===== config.mk =====
export PLATFORM = sky130hd
export DESIGN_NAME = uart_status_arb
export DESIGN_NICKNAME = d
export VERILOG_FILES = /design/src/rtl/uart_status_arb.sv
export SDC_FILE = /design/constraint.sdc
export NUM_CORES = 1
export LEC_CHECK = 0
export BUFFER_PORTS_ARGS = -buffer_cell sky130_fd_sc_hd__clkbuf_2
export CAP_MARGIN = 20
export CORE_MARGIN = 5
export CORE_UTILIZATION = 49
export DETAILED_ROUTE_END_ITERATION = 8
export HOLD_SLACK_MARGIN = 0.08
export PLACE_DENSITY = 0.78
export SLEW_MARGIN = 40
export SYNTH_ARGS = -nofsm -noshare
export SYNTH_HDL_FRONTEND = slang
export SYNTH_SLANG_ARGS = --single-unit
export TNS_END_PERCENT = 1

===== constraint.sdc =====
create_clock -name clk -period 2.1 [get_ports clk]
set_input_delay 0.42 -clock clk [delete_from_list [all_inputs] [get_ports clk]]
set_output_delay 0.42 -clock clk [all_outputs]
set_load 0.01 [all_outputs]

===== src/rtl/uart_status_arb.sv =====
// uart_status_arb: two-requester read-on-clear arbiter for a UART status register.
// Sequence: IDLE -> SAMPLE (capture status) -> CLEAR (one-cycle re + mask) -> RESP.
// A zero mask skips CLEAR, so no status_re pulse is issued for that read.
// Optional feature: define UART_STATUS_ARB_RR_EN for round-robin tie-breaking.
// Without it, req0 always wins a tie.
module uart_status_arb #(
  parameter int DW = 12
) (
  input  logic          clk,
  input  logic          rst,
  input  logic          req0,
  input  logic          req1,
  input  logic [DW-1:0] mask0,
  input  logic [DW-1:0] mask1,
  output logic          gnt0,
  output logic          gnt1,
  output logic          rvalid0,
  output logic          rvalid1,
  output logic [DW-1:0] rdata,
  output logic          status_re,
  output logic [DW-1:0] status_rmask,
  input  logic [DW-1:0] status_data
);

  typedef enum logic [1:0] {
    IDLE   = 2'd0,
    SAMPLE = 2'd1,
    CLEAR  = 2'd2,
    RESP   = 2'd3
  } state_t;

  state_t        state_reg;
  logic [DW-1:0] mask_reg;    // clear mask latched at grant time
  logic          sel_reg;     // index of the granted requester
  logic          pick1;       // winner of the current IDLE evaluation is requester 1
  logic          any_req;

  assign any_req = req0 | req1;

`ifdef UART_STATUS_ARB_RR_EN
  logic ptr_reg;              // last granted requester; a tie goes to the other one

  // Tie-break: requester 1 wins a tie only when requester 0 was granted last.
  always_comb begin
    pick1 = req1 & (~req0 | ~ptr_reg);
  end

  // Record the most recent grant; reset value makes req0 win the first tie.
  always_ff @(posedge clk) begin
    if (rst) begin
      ptr_reg <= 1'b1;
    end else if (state_reg == IDLE && any_req) begin
      ptr_reg <= pick1;
    end
  end
`else
  // Fixed priority: requester 0 always wins.
  always_comb begin
    pick1 = req1 & ~req0;
  end
`endif

  // Main sequencer with all outputs registered alongside the state.
  always_ff @(posedge clk) begin
    if (rst) begin
      state_reg    <= IDLE;
      mask_reg     <= '0;
      sel_reg      <= 1'b0;
      gnt0         <= 1'b0;
      gnt1         <= 1'b0;
      rvalid0      <= 1'b0;
      rvalid1      <= 1'b0;
      rdata        <= '0;
      status_re    <= 1'b0;
      status_rmask <= '0;
    end else begin
      case (state_reg)
        IDLE: begin
          if (any_req) begin
            sel_reg   <= pick1;
            mask_reg  <= pick1 ? mask1 : mask0;
            gnt0      <= ~pick1;
            gnt1      <= pick1;
            state_reg <= SAMPLE;
          end
        end
        SAMPLE: begin
          // Capture before the clear; the register zeroes masked bits while re is high.
          rdata <= status_data;
          if (mask_reg == '0) begin
            rvalid0   <= ~sel_reg;
            rvalid1   <= sel_reg;
            state_reg <= RESP;
          end else begin
            status_re    <= 1'b1;
            status_rmask <= mask_reg;
            state_reg    <= CLEAR;
          end
        end
        CLEAR: begin
          status_re    <= 1'b0;
          status_rmask <= '0;
          rvalid0      <= ~sel_reg;
          rvalid1      <= sel_reg;
          state_reg    <= RESP;
        end
        RESP: begin
          rvalid0   <= 1'b0;
          rvalid1   <= 1'b0;
          gnt0      <= 1'b0;
          gnt1      <= 1'b0;
          state_reg <= IDLE;
        end
        default: begin
          state_reg <= IDLE;
        end
      endcase
    end
  end

`ifndef SYNTHESIS
  // Grants are one-hot at most.
  a_gnt_onehot: assert property (@(posedge clk) disable iff (rst) !(gnt0 && gnt1));
  // The read-enable only ever appears while in CLEAR.
  a_re_in_clear: assert property (@(posedge clk) disable iff (rst) status_re |-> (state_reg == CLEAR));
  // The clear mask is idle-zero whenever no read-enable is issued.
  a_rmask_idle: assert property (@(posedge clk) disable iff (rst) !status_re |-> (status_rmask == '0));
`endif

endmodule

==> results.cfg <==
[job]
max-cap-violations = 0

[pwr]
p_sw_w = 0.00117
power.switching_fraction_pct = 38.3
cell_internal_pwr_w = 0.00188
p_leak_nw = 1.04
fin_total_pwr_w = 0.00305
clock_power_share_pct = 15.1
seqPwrFrac_pct = 41.2
power.density_nw_per_um2 = 1280
power.share.combinational_pct = 43.7
vdd_drop_max_v = 0.000547

[sta]
setup_violations = 0
hold_viol = 0
slew_headroom_pct = 57.4
finalSetupTns_ns = 0
timing_max_transition_violations_final = 0
timing.final.crit_share_pct = 87.7
fin_ws_ns = 0.259
final_period_minus_worst_setup_slack_ns = 1.84
unrepaired_setup_endpoints_after_global_routing = false
worstMarginPinSlew_ns = 0.632
finalClockSkew_ns = 0.00354
hold_slack_ns = 0.364
max_freq_mhz = 543

[grt]
grt_pass1_vias = 1541
grt_max_degree = 50
grt_antenna_before_repair = 0
grt_overflow = 0
global_route.usage.total_pct = 16.0
grt_first_pass_wirelength_mm = 6.65

[critical_path]
criticalPathCategory = flip-flop to flip-flop
worst_path_max_delay_cell = sky130_fd_sc_hd__nor3b_1
setup.worst_path.start = state_reg[0]$_SDFFE_PP0P_
critical_path.endpoint_type = flip-flop
cp.arrival_ns = 2.04
worst-path-max-fanout = 8
crit-reg2reg-launch = state_reg[0]$_SDFFE_PP0P_
worstSetupPathDepth = 5
critical_path_required_ns = 2.30
worst_setup_path_start_kind = flip-flop
worst_path_dominant_cell_family = simple AND/OR/NAND/NOR gates
ff2ff_path_depth = 5
cp_cell_sequence = inv_1 > ha_1 > nor3b_1 > nor3_1 > a221oi_1
path_buf_inv = 1
worst_path_largest_cell_delay_ns = 0.54

[cells_and_area]
finish.net_count = 312
layout.filler_cells = 332
area_growth_syn_to_layout_pct = 24.2
drive_gt1_share_pct = 32.1
multi_input_area_um2 = 976
antenna-diode-count = 0
register_area_um2 = 881
utilization_pct = 63.9

[cts]
tritoncts_clock_tree = built
numCtsBuffers = 5
cts_num_sinks = 44
clk_root_buffer_cell = sky130_fd_sc_hd__clkbuf_8
number_of_buffers_inserted_by_post_cts_setup_repair = 0
clock_tree.htree_level_count = 2
cts_hold_buf = 0
worstSkewPairLatency_ns = 0.29
post_cts.resized_instances = 0
clk_path_buf_depth = 2
clk_pin_slew_worst_paths_ns = 0.07

[floorplan]
num_io_pins = 69
die_x_um = 72.5
floorplan.die_area_um2 = 5250
fp.dieH_um = 72.5
design.core.area_um2 = 3720
row_count = 22
initial_standard_cell_utilization_of_the_core_pct = 51.4

[yosys]
combined_area_of_all_synthesized_cells_um2 = 1910
synth.yosys.seq_area_share_pct = 46.1
mappedNetlistNets = 245
warnings_from_yosys = 0
ys_types = 31
avgSynthCellArea_um2 = 9.56
synth_cells = 200
postSynthRegisterBits = 44

[routing]
route.final.wire_length_mm = 4.11
drt_first_iter_violations = 112
post_drt_wl_per_cell_um = 13.1
dr.pass1.iters = 4
drcViolationCount = 0
via_per_inst = 5.19
final_antenna_net_count = 0
total_via_count_in_the_routed_design = 1623

[hold_path]
hold_path.startpoint = status_data[11]
hold_path_depth = 3
min_path_type = input port to flip-flop

[outcome]
run_status = finished, final reports clean

[place]
globalplace.congestion = 0.741
dp_slack_ns = 0.272
port_buffers = 68
detailedPlacementHpwl_mm = 3.12
power groups by stage:
stage,sequential (W),clock [W],combinational (W)
floorplan,0.00129,0,0.000917
global route,0.00129,0.000507,0.00147
finish,0.00126,0.000459,0.00133
detailed placement,0.00127,0,0.00132
CTS,0.00125,0.000475,0.00133
global placement,0.00127,0,0.00128
path summary, 6_finish.rpt:
check	slack (ns)	end
max reg2reg	0.26	state_reg[0]$_SDFFE_PP0P_
min	0.36	rdata[11]$_SDFFE_PP0P_
max	0.26	state_reg[0]$_SDFFE_PP0P_
min reg2reg	0.48	gnt0$_SDFFE_PP0P_
placed cells by master (no fill, tap or decap), types with 3 or more instances in the layout:
cell	Yosys	final
sky130_fd_sc_hd__nor2b_1	4	4
sky130_fd_sc_hd__nand2b_1	13	13
sky130_fd_sc_hd__clkbuf_8	0	5
sky130_fd_sc_hd__o21ai_0	12	12
sky130_fd_sc_hd__nand2_1	12	12
sky130_fd_sc_hd__a21oi_1	3	3
sky130_fd_sc_hd__nor2_1	27	27
sky130_fd_sc_hd__inv_1	5	5
sky130_fd_sc_hd__mux2i_1	26	26
sky130_fd_sc_hd__clkbuf_2	0	68
sky130_fd_sc_hd__ha_1	5	5
sky130_fd_sc_hd__nor4_1	3	3
sky130_fd_sc_hd__buf_4	0	4
sky130_fd_sc_hd__dfxtp_1	44	44
sky130_fd_sc_hd__a211oi_1	13	13
cells by family after synthesis:
logic type               synth area share, %
flip-flops                              46.1
multiplexers                            14.4
AO/OA/AOI/OAI                           14.5
buffers and inverters                   3.53
AND/OR/NAND/NOR                         18.2
adder cells (fa/ha/maj)                 3.27
cells in the mapped netlist (all sizes together):
master    n  area [um2]
mux2i    26         260
nor2b     4        25.0
o21ai    12        60.1
clkbuf    9        33.8
o41ai     2        36.3
nor3b     2        15.0
or3b      1        8.76
o21a      1        7.51
or2       1        6.26
a311o     1        10.0
nor4      3        18.8
o2bb2ai   1        8.76
nor2     27         101
nand4     1        6.26
buf       3        15.0
or4       3        30.0
o32ai     2        17.5
a211oi   13        97.6
nor3      2        10.0
a21oi     3        15.0
inv       5        18.8
ha        5        62.6
dfxtp    44         881
mux2      1        15.0
a221oi    1        8.76
nand2    12        45.0
o21bai    1        7.51
nand2b   13        81.3
a41oi     1        8.76
worst min-delay path, cell delays in order:
cell and delay (ns):
sky130_fd_sc_hd__clkbuf_2 0.07, sky130_fd_sc_hd__mux2i_1 0.05, sky130_fd_sc_hd__nor2_1 0.07
metal layers:
metal	routed length (um)	global-route usage, %	part of all wire (%)
met1	1910	21.0	46
met2	1860	23.9	45
met3	268	4.99	6.5
met4	73	7.99	1.8
met5	0	0	0
per-stage QoR:
step	std cells	instance area (um2)
global route	313	2370
finish	313	2370
global placement	308	2290
floorplan	200	1910
CTS	313	2370
detailed placement	308	2300
final cells by class:
cell class / instances / share of cell area [%]
clock buffer: 5 / 2.90
inverter: 5 / 0.790
multi-input combinational: 139 / 41.1
sequential: 44 / 37.1
tap: 48 / 2.53
timing repair buffer: 72 / 15.6
Power figures use the tool's default switching activity.
